File: src/rtl/mp_addsub_seq_pkg.sv
// Shared types and elaboration-time helpers for the multi-precision
// adder-subtractor sequencer.
package mp_addsub_pkg;

  typedef enum logic [1:0] {IDLE, RUN, DONE} mp_state_t;

  function automatic int ctr_width(input int n);
    return (n <= 1) ? 1 : $clog2(n);
  endfunction

  // Chunk width must be 16 or a larger power of four.
  function automatic bit m_is_legal(input int m);
    int r;
    r = m;
    if (m < 16) return 1'b0;
    while (r > 1) begin
      if ((r % 4) != 0) return 1'b0;
      r = r / 4;
    end
    return 1'b1;
  endfunction

  function automatic bit params_legal(input int m, input int n);
    return m_is_legal(m) && (n >= 1);
  endfunction

endpackage

File: src/rtl/mp_addsub_seq_cla.sv
// M-bit carry-lookahead adder-subtractor built from 4-bit lookahead groups,
// with group generate/propagate chained across the word.
module claAddSub16Pow4 #(
  parameter int M = 16
) (
  input  logic         sub,
  input  logic         cin,
  input  logic [M-1:0] x,
  input  logic [M-1:0] y,
  output logic [M-1:0] out,
  output logic         cout,
  output logic         v,
  output logic         g,
  output logic         p
);

  localparam int NG = M / 4;

  logic [M-1:0] yy;
  logic [M-1:0] gen;
  logic [M-1:0] prop;
  logic [M:0]   c;
  logic         g_all;
  logic         p_all;

  always_comb begin
    yy    = y ^ {M{sub}};
    gen   = x & yy;
    prop  = x ^ yy;
    c     = '0;
    c[0]  = cin | sub;
    g_all = 1'b0;
    p_all = 1'b1;
    for (int j = 0; j < NG; j++) begin
      automatic int b = 4 * j;
      automatic logic gg;
      automatic logic pg;
      c[b+1] = gen[b] | (prop[b] & c[b]);
      c[b+2] = gen[b+1] | (prop[b+1] & gen[b]) | (prop[b+1] & prop[b] & c[b]);
      c[b+3] = gen[b+2] | (prop[b+2] & gen[b+1]) | (prop[b+2] & prop[b+1] & gen[b])
             | (prop[b+2] & prop[b+1] & prop[b] & c[b]);
      gg = gen[b+3] | (prop[b+3] & gen[b+2]) | (prop[b+3] & prop[b+2] & gen[b+1])
         | (prop[b+3] & prop[b+2] & prop[b+1] & gen[b]);
      pg = &prop[b +: 4];
      c[b+4] = gg | (pg & c[b]);
      g_all  = gg | (pg & g_all);
      p_all  = p_all & pg;
    end
    out  = prop ^ c[M-1:0];
    cout = c[M];
    v    = c[M] ^ c[M-1];
    g    = g_all;
    p    = p_all;
  end

endmodule

File: src/rtl/mp_addsub_seq.sv
// Sequences a W = M*N bit add/subtract through one M-bit CLA, one chunk per
// clock, least-significant chunk first, chaining the carry in a register.
module mp_addsub_seq
  import mp_addsub_pkg::*;
#(
  parameter int M = 16,
  parameter int N = 4
) (
  input  logic           clk,
  input  logic           rst,
  input  logic           in_valid,
  output logic           in_ready,
  input  logic           sub,
  input  logic [M*N-1:0] x,
  input  logic [M*N-1:0] y,
  output logic           out_valid,
  input  logic           out_ready,
  output logic [M*N-1:0] out,
  output logic           cout,
  output logic           v,
  output logic           z
);

  localparam int W  = M * N;
  localparam int CW = ctr_width(N);
  localparam logic [CW-1:0] LAST = CW'(N - 1);

  if (!params_legal(M, N)) begin : g_bad_params
    $error("mp_addsub_seq: M must be 16 or a higher power of 4 and N >= 1");
  end

  mp_state_t     state_q, state_d;
  logic [CW-1:0] k_q, k_d;
  logic          carry_q, carry_d;
  logic          sub_q, sub_d;
  logic [W-1:0]  xreg_q, xreg_d;
  logic [W-1:0]  yreg_q, yreg_d;
  logic [W-1:0]  out_q, out_d;
  logic          cout_q, cout_d;
  logic          v_q, v_d;
  logic          z_q, z_d;

  logic [M-1:0]  xa;
  logic [M-1:0]  ya;
  logic [M-1:0]  sum_c;
  logic          cout_c;
  logic          v_c;

  // Subtraction inverts y here so the adder only ever sees an add with cin.
  assign xa = xreg_q[M-1:0];
  assign ya = yreg_q[M-1:0] ^ {M{sub_q}};

  claAddSub16Pow4 #(.M(M)) u_cla (
    .sub  (1'b0),
    .cin  (carry_q),
    .x    (xa),
    .y    (ya),
    .out  (sum_c),
    .cout (cout_c),
    .v    (v_c),
    .g    (),
    .p    ()
  );

  always_comb begin
    state_d = state_q;
    k_d     = k_q;
    carry_d = carry_q;
    sub_d   = sub_q;
    xreg_d  = xreg_q;
    yreg_d  = yreg_q;
    out_d   = out_q;
    cout_d  = cout_q;
    v_d     = v_q;
    z_d     = z_q;
    case (state_q)
      IDLE: begin
        if (in_valid) begin
          state_d = RUN;
          xreg_d  = x;
          yreg_d  = y;
          sub_d   = sub;
          carry_d = sub;
          k_d     = '0;
          out_d   = '0;
          cout_d  = 1'b0;
          v_d     = 1'b0;
          z_d     = 1'b0;
        end
      end
      RUN: begin
        out_d[M*int'(k_q) +: M] = sum_c;
        carry_d = cout_c;
        xreg_d  = xreg_q >> M;
        yreg_d  = yreg_q >> M;
        k_d     = k_q + 1'b1;
        // Only the top chunk's carry and overflow describe the full word.
        if (k_q == LAST) begin
          state_d = DONE;
          k_d     = '0;
          cout_d  = cout_c;
          v_d     = v_c;
          z_d     = (out_d == '0);
        end
      end
      DONE: begin
        if (out_ready) state_d = IDLE;
      end
      default: state_d = IDLE;
    endcase
  end

  always_ff @(posedge clk or posedge rst) begin
    if (rst) begin
      state_q <= IDLE;
      k_q     <= '0;
      carry_q <= 1'b0;
      sub_q   <= 1'b0;
      xreg_q  <= '0;
      yreg_q  <= '0;
      out_q   <= '0;
      cout_q  <= 1'b0;
      v_q     <= 1'b0;
      z_q     <= 1'b0;
    end else begin
      state_q <= state_d;
      k_q     <= k_d;
      carry_q <= carry_d;
      sub_q   <= sub_d;
      xreg_q  <= xreg_d;
      yreg_q  <= yreg_d;
      out_q   <= out_d;
      cout_q  <= cout_d;
      v_q     <= v_d;
      z_q     <= z_d;
    end
  end

  assign in_ready  = (state_q == IDLE);
  assign out_valid = (state_q == DONE);
  assign out       = out_q;
  assign cout      = cout_q;
  assign v         = v_q;
  assign z         = z_q;

endmodule

File: config.mk
export PLATFORM = sky130hd
export DESIGN_NAME = mp_addsub_seq
export DESIGN_NICKNAME = d
export VERILOG_FILES = /design/src/rtl/mp_addsub_seq_pkg.sv /design/src/rtl/mp_addsub_seq_cla.sv /design/src/rtl/mp_addsub_seq.sv
export SDC_FILE = /design/constraint.sdc
export NUM_CORES = 1
export LEC_CHECK = 0
export CORE_MARGIN = 2
export CORE_UTILIZATION = 45
export DETAILED_ROUTE_END_ITERATION = 7
export HOLD_SLACK_MARGIN = 0.12
export PLACE_DENSITY = 0.68
export SYNTH_ARGS = -nofsm -noshare
export SYNTH_HDL_FRONTEND = slang
export SYNTH_SLANG_ARGS = --single-unit
File: constraint.sdc
create_clock -name clk -period 6.7 [get_ports clk]
set_input_delay 0.67 -clock clk [delete_from_list [all_inputs] [get_ports clk]]
set_output_delay 0.67 -clock clk [all_outputs]
set_load 0.02 [all_outputs]
==> flow_summary_export.csv, run 1 <==
group,metric,value,unit
layout,final_layout_size_suffix_gt1_frac,0.0463,
yosys,synthXorXnorAreaFrac,0.0246,
critical_path,r2r-end,"z",
clocking,hold_buffers,0,
yosys,synth_edf_count,0,
floorplan,start_util,0.454,
power,finalPower,7.67,mW
yosys,synth_adder_area_share,0.0374,
layout,nets,1375,
min_path,holdPathStages,2,
yosys,synth_top_family_by_area,"simple AND/OR/NAND/NOR gates",
outcome,status,"finished clean",
place,hpwl,18.8,mm
global_route,grt_pass1_vias,7976,
yosys,synth_area,9490,um2
route,wl_per_cell,17.8,um
critical_path,start_kind,"register",
yosys,synth.distinct_cells,58,
global_route,grt_max_degree,131,
place,numPortBuffers,201,
clocking,cts_tree,"yes",
sta,setup_violations,0,
layout,ff_latch_area,5030,um2
critical_path,reg2reg_depth,14,
run,maxCapViolCount,0,
route,viasPerCell,5.48,
clocking,cts_sinks,201,
min_path,min_to,"out[22]",
critical_path,r2r_slack,2230,ps
clocking,clock_latency,500,ps
power,comb_power_share,0.557,
sta,tightest_slew,1250,ps
power,power.share.clock,0.154,
place,routabilityCongestion,0.939,
yosys,synthMuxAreaShare,0.00105,
power,p_sw_frac,0.475,
clocking,htree_levels,1,
sta,max_freq,223,MHz
clocking,clk_pin_slew,60,ps
yosys,syn_avg_cell_area,9.02,um2
clocking,clockBufferDepth,3,
power,switchingPower,3.65,mW
sta,whs,509,ps
critical_path,cp.arrival,4870,ps
critical_path,worstSetupEndpointType,"register",
yosys,yosys_register_bits,201,
layout,multi_input_area,4160,um2
route,dr_total_vias,8248,
yosys,synthesis.nets,1211,
global_route,grt.total_usage,0.243,
min_path,min_path_type,"register to register",
clocking,cts-root-buf,"clkbuf_16",
sta,clock_skew,7.34,ps
power,power_density,621,nW/um2
layout,nFillCells,1893,
yosys,synthCells,1052,
floorplan,die_height,149,um
power,internal-power,4.03,mW
floorplan,dieArea,22300,um2
clocking,post_cts_buffers,0,
global_route,grt_pass1_wl,42.7,mm
yosys,synth_flop_cell,"dfrtp_1",
sta,slew_viol_final,0,
yosys,ys_seq_area_frac,0.530,
sta,fin_setup_tns,0,ps
critical_path,r2r_start,"sub_q",
min_path,hold_path_startpoint,"out[22]",
floorplan,pin_count,202,
yosys,yosys_warnings,0,
sta,max-slew-margin-rel,0.165,
clocking,cts-buffers-inserted,22,
sta,rsz0062_at_grt,"false",
sta,period_share,0.668,
critical_path,critPathMaxFanout,17,
sta,hold_violations,0,
yosys,synthSimpleGateAreaFrac,0.202,
route,firstDrtPassIters,5,
critical_path,critPathKind,"register to register",
route,ant_nets,0,
critical_path,cp.required,7100,ps
route,drc_errors,0,
power,max-vdd-ir-drop,0.375,mV
power,power.leakage,5.38,nW
floorplan,num_rows,53,
power,seq_power_share,0.289,
sta,min_period,4470,ps
global_route,grt_antenna_before_repair,2,
yosys,async_flop_share,1.00,
yosys,synth_compound_area_frac,0.172,
clocking,cts_resized,0,
global_route,gr-total-overflow,0,
layout,syn2layout_area_growth,30.2,%
route,routed_wl,26.8,mm
route,drt_iter0_drc,568,
floorplan,die_w,149,um
floorplan,core_area,20900,um2
-- per-stage QoR --
step	utilization	std cells	setup WS [ps]	area, um2
global route	0.591	1505	1860	12400
global placement	0.557	1466	2400	11600
detailed placement	0.557	1466	2280	11600
finish	0.592	1506	2230	12400
floorplan	-	1052	548	9490
CTS	0.591	1504	2260	12300
-- cell families (layout without fill, tap and decap cells) --
kind of cell	Yosys count	count (layout)
mux	1	1
other cells	0	1
flops	201	201
compound gates	250	250
fa+ha+maj	26	26
buf+inv	79	257
simple gates	470	470
xor+xnor	25	25
-- flip-flops by register name, summed over array words and instances (netlist names) --
| signal | count |
|---|---|
| carry_q | 1 |
| cout | 1 |
| k_q | 2 |
| out | 64 |
| state_q | 2 |
| sub_q | 1 |
| v | 1 |
| xreg_q | 64 |
| yreg_q | 64 |
| z | 1 |
-- cells in the mapped netlist (2+ instances only) --
cell / n / area (um2)
inv_1: 13 / 48.8
a22o_1: 33 / 289
buf_1: 3 / 11.3
buf_2: 6 / 30.0
nor3_1: 7 / 35.0
xnor2_1: 6 / 52.6
o21ai_0: 68 / 340
ha_1: 22 / 275
nand3_1: 2 / 10.0
nand2b_1: 3 / 18.8
or2_2: 3 / 18.8
dfrtp_1: 201 / 5030
a21o_1: 2 / 15.0
o2111ai_1: 2 / 17.5
clkbuf_1: 55 / 206
nand2_1: 302 / 1130
and2_1: 4 / 25.0
a31oi_1: 97 / 607
o31ai_1: 2 / 15.0
nor2_1: 116 / 435
xor2_2: 2 / 32.5
buf_6: 2 / 22.5
nand4_1: 6 / 37.5
a21boi_0: 2 / 15.0
nand4bb_1: 2 / 22.5
o211ai_1: 2 / 15.0
xor2_1: 17 / 149
nor3b_1: 2 / 15.0
fa_1: 4 / 80.1
a21oi_1: 20 / 100
nor4_1: 14 / 87.6
o21bai_1: 4 / 30.0
a41oi_1: 3 / 26.3
-- worst max-delay path by stage --
| stage | from | slack (ps) | cells after the start | to |
|---|---|---|---|---|
| after global placement | sub_q | 2400 | 14 | z |
| after detailed placement | sub_q | 2280 | 14 | z |
| final | sub_q | 2230 | 14 | z |
| after global routing | sub_q | 1860 | 14 | z |
| after floorplan | rst | 550 | 1 | carry_q |
| after CTS | sub_q | 2260 | 14 | z |
-- layout by cell type, fill, tap and decap left out, types with 3 or more instances in the layout --
cell type	n
nand2_1	301
dfrtp_1	201
clkdlybuf4s50_1	201
nor2_1	116
a31oi_1	97
o21ai_0	68
a22o_1	33
clkbuf_16	23
ha_1	22
a21oi_1	20
xor2_1	17
nor4_1	14
inv_1	12
nor3_1	7
clkbuf_8	7
nand4_1	6
xnor2_1	6
buf_4	5
o21bai_1	4
fa_1	4
and2_1	3
a41oi_1	3
or2_2	3
clkbuf_1	3
clkinv_2	3
-- metal layers --
metal	global-route usage	vias to the layer above	wire (um)	part of all wire
met1	0.341	3887	11800	0.44
li1	-	3954	-	-
met3	0.0514	67	2030	0.076
met5	0	-	11	0.00041
met2	0.375	338	12000	0.45
met4	0.0862	2	945	0.035
-- critical path: stages, from the launching register on --
cell and delay, ps:
dfrtp_1 880, xor2_1 150, ha_1 410, a21oi_1 80
o21ai_0 460, a2bb2oi_2 130, or2b_1 200, nor2_1 60
fa_1 370, xnor2_1 280, a2111oi_1 460, nand4_1 180
nor4_1 300, o2111ai_1 170, o41ai_2 240
-- power groups by stage --
| stage | combinational [mW] | sequential, mW | clock, mW |
|---|---|---|---|
| 6_report | 4.28 | 2.21 | 1.18 |
| 3_5_place_dp | 4.23 | 2.23 | 0 |
| 2_1_floorplan | 2.74 | 2.24 | 0 |
| 5_1_grt | 4.70 | 2.28 | 1.26 |
| 4_1_cts | 4.25 | 2.21 | 1.20 |
| 3_3_place_gp | 4.16 | 2.21 | 0 |
-- layout make-up --
class / instances / area share
clock inverter: 5 / 0.00243
inverter: 13 / 0.00456
multi-input combinational: 772 / 0.337
clock buffer: 33 / 0.0553
tap: 275 / 0.0278
antenna: 1 / 0.000203
sequential: 201 / 0.407
timing repair buffer: 206 / 0.166
No activity file was read; power rests on OpenSTA's default activity.
==> inputs of run 2 (changes only) <==
- PLACE_DENSITY: 0.68 -> 0.71
- clock period: 6.7 -> 3.7 ns (I/O delays scaled with it)
==> run 2 against run 1 <==
  * First-iteration DRC count increased by 6.3%
  * Register-to-register slack worse by 2300 ps
  * Global-route usage shrank 0.60 points
  * Total power increased by 95%
  * Count of clock-buffer cells in the layout fell by 1
  * Sequential power is 77% higher
  * Clock skew rose by 8.9 ps
  * Worst setup slack got worse by 2300 ps
  * Worst hold slack got worse by 290 ps
  * The flow now finishes with violations (negative setup slack)
  * Utilization is 1.6 points higher
  * Largest power group unchanged
  * Critical path depth is 1 higher
==> flow_summary_export.csv, run 2 (synthesis results as in run 1) <==
group,metric,value,unit
global_route,grt_max_degree,119,
run,maxCapViolCount,0,
route,wl_per_cell,17.0,um
floorplan,die_w,149,um
clocking,cts_tree,"yes",
outcome,violations,"negative setup slack",
sta,max_freq,267,MHz
clocking,clock_latency,510,ps
critical_path,critPathKind,"register to register",
power,max-vdd-ir-drop,0.529,mV
sta,clock_skew,16.2,ps
place,hpwl,18.7,mm
floorplan,dieArea,22300,um2
clocking,cts-root-buf,"clkbuf_16",
route,dr_total_vias,8337,
global_route,grt.total_usage,0.237,
route,firstDrtPassIters,7,
route,viasPerCell,5.43,
power,finalPower,14.9,mW
sta,slew_viol_final,0,
sta,rsz0062_at_grt,"true",
floorplan,num_rows,53,
clocking,htree_levels,1,
layout,nFillCells,1810,
layout,mostFrequentLayoutCells,"nand2_1 (301), clkdlybuf4s50_1 (201), dfrtp_1 (200)",
sta,min_period,3750,ps
clocking,clockBufferDepth,3,
power,power_density,1180,nW/um2
critical_path,worstSetupEndpointType,"register",
layout,final_common_cell,"nand2_1",
sta,worst_slack,-51.8,ps
layout,syn2layout_area_growth,33.7,%
sta,whs,219,ps
layout,ff_latch_area,5030,um2
clocking,cts_sinks,201,
sta,max-slew-margin-rel,0.227,
floorplan,pin_count,202,
sta,period_share,1.01,
floorplan,start_util,0.454,
layout,antenna_cells,0,
clocking,cts-buffers-inserted,22,
route,routed_wl,26.2,mm
global_route,gr-total-overflow,0,
critical_path,cp.arrival,4150,ps
floorplan,core_area,20900,um2
global_route,grt_pass1_vias,7998,
layout,multi_input_area,4210,um2
outcome,status,"finished with violations",
layout,utilization,0.607,
place,routabilityCongestion,1.02,
critical_path,start_kind,"register",
floorplan,die_height,149,um
sta,tightest_slew,1160,ps
power,power.leakage,5.55,nW
layout,final_layout_size_suffix_gt1_frac,0.0769,
route,drt_iter0_drc,604,
sta,setup_violations,1,
sta,hold_violations,0,
route,ant_nets,0,
global_route,grt_pass1_wl,41.7,mm
critical_path,cp.required,4100,ps
min_path,min_path_type,"primary input to async pin",
route,drc_errors,0,
global_route,grt_antenna_before_repair,3,
clocking,clk_pin_slew,60,ps
place,numPortBuffers,201,
layout,nets,1404,
critical_path,critPathMaxFanout,6,
[run 2: cell types whose count changed in the layout (fill, tap and decap cells not counted), sizes merged]
cell / previous run / this run
buf: 5 / 34
bufinv: 0 / 1
clkbuf: 33 / 32
clkinv: 3 / 4
clkinvlp: 2 / 3
diode: 1 / 0
[run 2: power breakdown]
part | internal, mW | leakage, nW | switching [mW]
clock network | 1.28 | 0.355 | 0.886
registers | 3.21 | 2.55 | 0.713
logic | 3.55 | 2.65 | 5.31
total | 8.04 | 5.55 | 6.91
[run 2: metrics by stage]
step | setup slack, ps | std cells | TNS, ps | area, um2
after global routing | -176 | 1536 | -176 | 12700
after global placement | 43.5 | 1492 | 0 | 11900
final | -51.8 | 1536 | -51.8 | 12700
after detailed placement | -85.8 | 1492 | -85.8 | 11900
after floorplan | 28.3 | 1052 | 0 | 9510
after CTS | -17.9 | 1534 | -17.9 | 12700
[run 2: worst paths after layout]
check / to / cells past startpoint / slack (ps) / from
setup / recovery: z / 15 / -50 / sub_q
hold / removal: out[59] / 2 / 220 / rst
setup reg to reg: z / 15 / -50 / sub_q
hold reg to reg: out[20] / 2 / 510 / out[20]
max in group asynchronous: out[22] / 3 / 2630 / rst
min in group clk: yreg_q[52] / 3 / 400 / y[52]
[run 2: layer usage]
| layer | part of all wire | vias up | track usage |
|---|---|---|---|
| li1 | - | 4023 | - |
| met1 | 0.45 | 3917 | 0.338 |
| met2 | 0.44 | 333 | 0.363 |
| met3 | 0.075 | 60 | 0.0492 |
| met4 | 0.033 | 4 | 0.0781 |
| met5 | 0.0010 | - | 0 |
[run 2: timing repair]
action                                  CTS  global route
buffers inserted                          2             2
pin swaps                                 7             6
resized for setup                         7             4
endpoints found under the setup margin    1             1
hold buffers                              0             0
[run 2: final cells by class]
class	count	area share
clock inverters	8	0.00779
multi-input cells	772	0.331
well taps	275	0.0271
repair buffers	235	0.183
inverters	13	0.00414
flip-flops and latches	201	0.397
clock buffers	32	0.0503
[run 2: worst max-delay path, cell delays in order (launching register included)]
cell and delay [ps]:
dfrtp_2 420, buf_12 140, xor2_1 180, ha_1 290
a21o_1 140, nand4_1 200, a211oi_2 280, or2b_1 170
nor2_2 50, fa_2 590, a21oi_2 50, nor4_2 310
nand4_1 160, nor4_1 280, o2111ai_1 170, o41ai_2 220
